`src/rtl/morse_pkg.sv`:
```
// Shared Morse definitions: keyer states, code map constants, unit multiples
// and the lookup entry layout used by the keyer and any future detector.
package morse_pkg;

  typedef enum logic [2:0] {
    ST_IDLE,
    ST_MARK,
    ST_ELEM_GAP,
    ST_CHAR_GAP,
    ST_WORD_GAP
  } state_e;

  localparam logic [5:0] CODE_DIGIT0 = 6'd26;
  localparam logic [5:0] CODE_WSPACE = 6'd36;
  localparam logic [5:0] CODE_MAX    = 6'd36;

  localparam logic [2:0] DOT_UNITS      = 3'd1;
  localparam logic [2:0] DASH_UNITS     = 3'd3;
  localparam logic [2:0] ELEM_GAP_UNITS = 3'd1;
  localparam logic [2:0] CHAR_GAP_UNITS = 3'd3;
  localparam logic [2:0] WORD_GAP_UNITS = 3'd7;

  // Pattern is right-aligned: the first element sits at bit len-1, 1 = dash.
  typedef struct packed {
    logic [2:0] len;
    logic [4:0] pattern;
    logic       legal;
  } morse_entry_t;

  function automatic logic [2:0] mark_units(input logic dash);
    return dash ? DASH_UNITS : DOT_UNITS;
  endfunction

endpackage

```
`src/rtl/morse_rom.sv`:
```
// Combinational ITU Morse lookup: character code to element count and pattern.
module morse_rom
  import morse_pkg::*;
(
  input  logic [5:0]   char_code,
  output morse_entry_t entry
);

  logic [3:0] digit;

  // Digits follow a regular dot/dash ramp, so they are computed, not tabled.
  always_comb begin
    entry = '0;
    digit = 4'(char_code - CODE_DIGIT0);
    if (char_code > CODE_MAX) begin
      entry = '0;
    end else if (char_code == CODE_WSPACE) begin
      entry.legal = 1'b1;
    end else if (char_code >= CODE_DIGIT0) begin
      entry.len     = 3'd5;
      entry.pattern = (digit <= 4'd5) ? (5'b11111 >> digit)
                                      : ~(5'b11111 >> (digit - 4'd5));
      entry.legal   = 1'b1;
    end else begin
      entry.legal = 1'b1;
      case (char_code)
        6'd0:  {entry.len, entry.pattern} = 8'b010_00001;
        6'd1:  {entry.len, entry.pattern} = 8'b100_01000;
        6'd2:  {entry.len, entry.pattern} = 8'b100_01010;
        6'd3:  {entry.len, entry.pattern} = 8'b011_00100;
        6'd4:  {entry.len, entry.pattern} = 8'b001_00000;
        6'd5:  {entry.len, entry.pattern} = 8'b100_00010;
        6'd6:  {entry.len, entry.pattern} = 8'b011_00110;
        6'd7:  {entry.len, entry.pattern} = 8'b100_00000;
        6'd8:  {entry.len, entry.pattern} = 8'b010_00000;
        6'd9:  {entry.len, entry.pattern} = 8'b100_00111;
        6'd10: {entry.len, entry.pattern} = 8'b011_00101;
        6'd11: {entry.len, entry.pattern} = 8'b100_00100;
        6'd12: {entry.len, entry.pattern} = 8'b010_00011;
        6'd13: {entry.len, entry.pattern} = 8'b010_00010;
        6'd14: {entry.len, entry.pattern} = 8'b011_00111;
        6'd15: {entry.len, entry.pattern} = 8'b100_00110;
        6'd16: {entry.len, entry.pattern} = 8'b100_01101;
        6'd17: {entry.len, entry.pattern} = 8'b011_00010;
        6'd18: {entry.len, entry.pattern} = 8'b011_00000;
        6'd19: {entry.len, entry.pattern} = 8'b001_00001;
        6'd20: {entry.len, entry.pattern} = 8'b011_00001;
        6'd21: {entry.len, entry.pattern} = 8'b100_00001;
        6'd22: {entry.len, entry.pattern} = 8'b011_00011;
        6'd23: {entry.len, entry.pattern} = 8'b100_01001;
        6'd24: {entry.len, entry.pattern} = 8'b100_01011;
        6'd25: {entry.len, entry.pattern} = 8'b100_01100;
        default: entry = '0;
      endcase
    end
  end

endmodule

```
`src/rtl/morse_keyer.sv`:
```
// Morse transmitter: accepts one character code over valid/ready and keys it
// out as dots, dashes and gaps timed in whole units of UNIT_CYCLES clocks.
module morse_keyer
  import morse_pkg::*;
#(
  parameter int unsigned UNIT_CYCLES = 25000000
) (
  input  logic       in_clk,
  input  logic       rst,
  input  logic       char_valid,
  input  logic [5:0] char_code,
  output logic       char_ready,
  output logic       key_out,
  output logic       char_done,
  output logic       code_err
);

  localparam logic [31:0] UNIT_LAST = 32'(UNIT_CYCLES - 1);

  state_e       state_q, state_d;
  logic [31:0]  cnt_q, cnt_d;
  logic [2:0]   units_q, units_d;
  logic [2:0]   elem_q, elem_d;
  logic [4:0]   pat_q, pat_d;
  logic         err_pend_q, err_pend_d;
  logic         key_out_q, key_out_d;
  logic         char_ready_q, char_ready_d;
  logic         char_done_q, char_done_d;
  logic         code_err_q, code_err_d;

  morse_entry_t rom_entry;
  logic         accept;
  logic         unit_end;
  logic         take_new;
  logic [4:0]   pat_shift;
  logic [4:0]   rom_shift;

  morse_rom u_rom (
    .char_code (char_code),
    .entry     (rom_entry)
  );

  assign accept    = char_valid && char_ready_q;
  assign unit_end  = (cnt_q == UNIT_LAST);
  assign pat_shift = pat_q >> (elem_q - 3'd1);
  assign rom_shift = rom_entry.pattern >> (rom_entry.len - 3'd1);

  always_comb begin
    state_d     = state_q;
    cnt_d       = cnt_q;
    units_d     = units_q;
    elem_d      = elem_q;
    pat_d       = pat_q;
    err_pend_d  = err_pend_q;
    char_done_d = 1'b0;
    code_err_d  = 1'b0;
    take_new    = 1'b0;

    case (state_q)
      ST_IDLE: begin
        cnt_d = '0;
        if (err_pend_q) begin
          code_err_d = 1'b1;
          err_pend_d = 1'b0;
        end else if (accept) begin
          take_new = 1'b1;
        end
      end
      default: begin
        // units_q holds the whole units still to run after the current one
        if (!unit_end) begin
          cnt_d = cnt_q + 32'd1;
        end else if (units_q != 3'd0) begin
          cnt_d   = '0;
          units_d = units_q - 3'd1;
        end else begin
          cnt_d = '0;
          if (state_q == ST_MARK) begin
            elem_d = elem_q - 3'd1;
            if (elem_q == 3'd1) begin
              state_d = ST_CHAR_GAP;
              units_d = CHAR_GAP_UNITS - 3'd1;
            end else begin
              state_d = ST_ELEM_GAP;
              units_d = ELEM_GAP_UNITS - 3'd1;
            end
          end else if (state_q == ST_ELEM_GAP) begin
            state_d = ST_MARK;
            units_d = mark_units(pat_shift[0]) - 3'd1;
          end else begin
            state_d     = ST_IDLE;
            char_done_d = 1'b1;
            take_new    = accept;
          end
        end
      end
    endcase

    // A code taken on the closing edge of a gap starts with no idle bubble.
    if (take_new) begin
      cnt_d = '0;
      if (char_code == CODE_WSPACE) begin
        state_d = ST_WORD_GAP;
        units_d = WORD_GAP_UNITS - 3'd1;
      end else if (rom_entry.legal) begin
        state_d = ST_MARK;
        pat_d   = rom_entry.pattern;
        elem_d  = rom_entry.len;
        units_d = mark_units(rom_shift[0]) - 3'd1;
      end else begin
        state_d    = ST_IDLE;
        err_pend_d = 1'b1;
      end
    end

    key_out_d    = (state_d == ST_MARK);
    // Ready is raised for the final gap cycle so the next code lands exactly
    // on the edge that closes the gap.
    char_ready_d = ((state_d == ST_IDLE) && !err_pend_d) ||
                   (((state_d == ST_CHAR_GAP) || (state_d == ST_WORD_GAP)) &&
                    (units_d == 3'd0) && (cnt_d == UNIT_LAST));
  end

  always_ff @(posedge in_clk) begin
    if (rst) begin
      state_q      <= ST_IDLE;
      cnt_q        <= '0;
      units_q      <= '0;
      elem_q       <= '0;
      pat_q        <= '0;
      err_pend_q   <= 1'b0;
      key_out_q    <= 1'b0;
      char_ready_q <= 1'b1;
      char_done_q  <= 1'b0;
      code_err_q   <= 1'b0;
    end else begin
      state_q      <= state_d;
      cnt_q        <= cnt_d;
      units_q      <= units_d;
      elem_q       <= elem_d;
      pat_q        <= pat_d;
      err_pend_q   <= err_pend_d;
      key_out_q    <= key_out_d;
      char_ready_q <= char_ready_d;
      char_done_q  <= char_done_d;
      code_err_q   <= code_err_d;
    end
  end

  assign char_ready = char_ready_q;
  assign key_out    = key_out_q;
  assign char_done  = char_done_q;
  assign code_err   = code_err_q;

endmodule

```
`config.mk`:
```
export PLATFORM = sky130hd
export DESIGN_NAME = morse_keyer
export DESIGN_NICKNAME = d
export VERILOG_FILES = /design/src/rtl/morse_pkg.sv /design/src/rtl/morse_rom.sv /design/src/rtl/morse_keyer.sv
export SDC_FILE = /design/constraint.sdc
export NUM_CORES = 1
export LEC_CHECK = 0
export CAP_MARGIN = 40
export CORE_ASPECT_RATIO = 0.6
export CORE_UTILIZATION = 55
export CTS_CLUSTER_SIZE = 14
export DETAILED_ROUTE_END_ITERATION = 10
export PLACE_DENSITY = 0.76
export RECOVER_POWER = 100
export SYNTH_ARGS = -nofsm -noshare
export SYNTH_HDL_FRONTEND = slang
export SYNTH_SLANG_ARGS = --single-unit
```
`constraint.sdc`:
```
create_clock -name in_clk -period 3.6 [get_ports in_clk]
set_clock_uncertainty 0.05 [all_clocks]
set_input_delay 0.72 -clock in_clk [delete_from_list [all_inputs] [get_ports in_clk]]
set_output_delay 0.72 -clock in_clk [all_outputs]
set_load 0.02 [all_outputs]
```
==> results by stage <==
STA:
- The worst pin sits at a relative slew slack of 0.2285.
- Setup repair after global routing could not meet its margin everywhere.
- The number of hold violations in the final report is 0.
- The slew at the pin with the worst max-slew slack is 1.157 ns.
- Setup violations remaining at the end of the flow were counted as 0.
- Subtracting the final worst setup slack from the clock period gives 3.443 ns.
- The final max-slew violation count is 0.
- The fmax is 0.2904 GHz.
- The final clock period utilization by the worst path is 0.9564.

Logic synthesis:
- The flip-flop and latch count after synthesis is between 50 and 60.
- The mapped cell area is around 4000 sq um.
- The synthesized netlist contains 79 unique library cells.
- The commonest cells after synthesis are sky130_fd_sc_hd__nor2_1, sky130_fd_sc_hd__dfxtp_1, sky130_fd_sc_hd__nand2_1.
- The Yosys step of the flow raised 0 warnings.
- The number of nets handed over by synthesis was 544.
- For this run, the leading register cell type out of synthesis is sky130_fd_sc_hd__dfxtp_1.
- The most frequently used cell type in the post-synthesis netlist is sky130_fd_sc_hd__nor2_1.
- Counting flops with an async set or reset pin after synthesis yields a share of 0.
- The portion of the post-synthesis area used by sequential elements is 0.2525.
- Summed over all instances, the cell type with the most area after synthesis is sky130_fd_sc_hd__dfxtp_1.
- By area the synthesized netlist is led by sky130_fd_sc_hd__dfxtp_1, sky130_fd_sc_hd__nor2_1, sky130_fd_sc_hd__xnor2_1.
- In this run the mean area of a mapped cell was a little under 8 sq um.
- Counting flops with a built-in enable in the synthesized netlist gives 0.
- The share of the synthesized area in the top cell type is 0.2525.
- The instance count of the mapped netlist is slightly above 500.

Worst setup path:
- The highest-delay cell along the critical path is sky130_fd_sc_hd__clkdlybuf4s50_1.
- The setup slack on the worst flop-to-flop path is approximately 0.4 ns.
- The maximum net fanout on the critical path is 3.
- On the worst path, the slowest cell contributes a delay of 0.53 ns.
- The startpoint of the most critical register-to-register path is cnt_q[20]$_SDFF_PP0_.
- The arrival time of the worst setup path is 3.62 ns.
- The signal on the critical path passes through clkdlybuf4s50_1 > inv_1 > ha_1 > o311a_1 > a311oi_2 > buf_4 > o311ai_0 > o311ai_1 > o22ai_1 > o21ai_0 > a21oi_1 > o31ai_2.
- Together, buffers and inverters on the worst path number 3.
- STA puts the critical path data required time at 3.77 ns.
- The family with the most delay on the worst path is compound AO/OA/AOI/OAI gates.
- The kind of launch point of the worst setup path is an input pin.
- The worst setup path is of the in2reg kind.
- The critical path launch point is char_code[0].
- The critical path capture point type is a register.

Die:
- For this configuration, the core starts out at a cell density of 0.5880.
- The horizontal extent of the die is 112.7 um.
- The full die area is between 7000 and 8000 sq um.
- The count of standard-cell rows is 23.
- Measured along the y axis, the die boundary spans ~68 um.
- The number of primary I/O pins is 13.
- The core region area is 6878 sq um.

Route:
- The number of violations reported at the end of detailed-routing iteration 0 is 625.
- The final routed DRC violation total is 0.
- In this run the remaining antenna-violating nets after routing total 0.
- The vias per cell is 6.522.
- After detailed routing, the total wire length is ~12 mm.
- The pre-antenna-repair detailed-routing pass consisted of 6 iterations.
- The routed wirelength normalized by instance count is 18.48 um.
- Detailed routing inserted a total of 4089 vias.

Cells and area:
- The finished layout holds 627 standard cells, fillers aside.
- The filler cells instantiated in the layout total 586.
- The synthesis-to-layout area growth is 12.72%.
- The finished layout cell area is approximately 4600 sq um.
- The number of nets in the finished design is 564.
- Of the cells placed in the final design, the portion with a size suffix greater than 1 is 0.1333.
- 0 antenna diodes ended up in the layout.

CTS:
- The tree is rooted in a sky130_fd_sc_hd__clkbuf_16.
- The deepest clock path buffer count is 2.
- The clock sink count is 51.
- The total clock buffers created by CTS is 5.
- The count of buffers added by post-CTS timing repair for setup is 0.
- The clock network latency to the later pin of the worst-skew pair is 0.30 ns.
- The count of instances resized after the clock tree is built is 0.
- CTS built an H-tree with a depth of 2.
- The number of hold buffers added after cts is 0.
- TritonCTS built the clock tree.
- Clock-pin slew was measured on the worst setup and hold paths at 0.07 ns.

Global routing:
- Summed over all layers, the global routing overflow is 0.
- The via count of the first global-routing pass is 3592.
- The first global-routing pass estimated 18.46 mm of wire.
- The number of antenna violations at the first check in global routing is 0.
- The pin count of the biggest net entering global routing is 33.
- In the global route stage, overall resource usage came out at 0.3129.

Place:
- The number of cells in the design after placement is roughly 620.
- The standard cell area after detailed placement is 4375 sq um.
- Buffers placed on the I/O ports in this run total 12.
- Routability-driven placement finished with a final weighted congestion of 0.9571.
- The HPWL after detailed placement is 8.758 mm.

Run:
- Max-cap violations in this run came to 0.

Hold path:
- The worst hold path begins at pat_q[3]$_SDFFE_PP0P_.
- The kind of path behind the tightest hold check is reg2reg.

Pwr:
- The static leakage is 1.626 nW.
- The power density of the placed cells is 324.0 nW/um^2.
- The worst IR drop on VDD is 179.7 uV.
- The total design power is approximately 1.5 mW.

Outcome:
- The run finished with clean final reports.
-- cells in the final DEF (no fill, tap or decap), drive strengths merged, types with 9 or more instances in the layout --
| cell | count |
|---|---|
| nand2b | 13 |
| nor3 | 14 |
| nor2b | 12 |
| nand3 | 27 |
| nand2 | 33 |
| nor4 | 9 |
| buf | 40 |
| and4 | 9 |
| dfxtp | 51 |
| nor2 | 67 |
| ha | 16 |
| o21ai | 16 |
| inv | 15 |
| nand4 | 15 |
| a21oi | 23 |
| xor2 | 22 |
| xnor2 | 23 |
| o31ai | 9 |
-- kinds of logic (layout without fill, tap and decap cells) --
kind of cell	count (synthesis)	count (layout)	share of synthesized area
AO/OA/AOI/OAI	107	107	0.1900
XOR/XNOR	45	45	0.09746
adder cells (fa/ha/maj)	16	16	0.04950
buffers and inverters	53	74	0.06497
flip-flops	51	51	0.2525
multiplexers	7	7	0.02197
AND/OR/NAND/NOR	240	240	0.3236
-- layout make-up --
| type | instances | area, sq um | share of cell area |
|---|---|---|---|
| multi-input cells | 415 | 2765 | 0.6066 |
| flip-flops and latches | 51 | 1021 | 0.2240 |
| repair buffers | 52 | 432.9 | 0.09498 |
| clock buffers | 6 | 138.9 | 0.03047 |
| well taps | 87 | 108.9 | 0.02388 |
| inverters | 14 | 52.55 | 0.01153 |
| clock inverters | 2 | 38.79 | 0.008509 |
-- registers in the layout, indices dropped and copies added, names as in the netlist --
signal	count
err_pend_q	1
units_q	3
code_err	1
key_out	1
char_done	1
cnt_q	32
char_ready	1
elem_q	3
pat_q	5
state_q	3
-- metal layers --
layer,global-route usage,vias up,part of all wire
met2,0.4236,235,0.38
met5,0,-,0
met4,0.08167,0,0.014
met1,0.4719,1915,0.48
li1,-,1915,-
met3,0.08680,24,0.12
-- final timing paths --
path | depth (start not counted) | to
max | 12 | char_ready$_SDFF_PP1_
min | 2 | pat_q[3]$_SDFFE_PP0P_
max reg2reg | 8 | char_ready$_SDFF_PP1_
min reg2reg | 2 | pat_q[3]$_SDFFE_PP0P_
-- through the flow --
| stage | util | setup WS, ns | setup TNS (ns) | hold slack (ns) |
|---|---|---|---|---|
| floorplan | - | 0.1321 | 0 | 0.3831 |
| global placement | 0.6362 | 0.01843 | 0 | 0.3945 |
| detailed placement | 0.6362 | -0.2026 | -0.5048 | 0.4019 |
| CTS | 0.6620 | 0.1026 | 0 | 0.4119 |
| global route | 0.6627 | 0.002646 | 0 | 0.4344 |
| finish | 0.6627 | 0.1568 | 0 | 0.4079 |
-- report_power, final --
part           internal, mW  total, mW  switching, mW
Sequential            0.578      0.592         0.0146
Combinational         0.134      0.308          0.174
Clock                 0.350      0.576          0.226
Total                  1.06       1.48          0.415
-- worst min-delay path, stage by stage, from the launching register on --
cell	delay [ns]
sky130_fd_sc_hd__dfxtp_1	0.31
sky130_fd_sc_hd__nand2_1	0.05
sky130_fd_sc_hd__a21oi_1	0.05
Power figures use the tool's default switching activity.
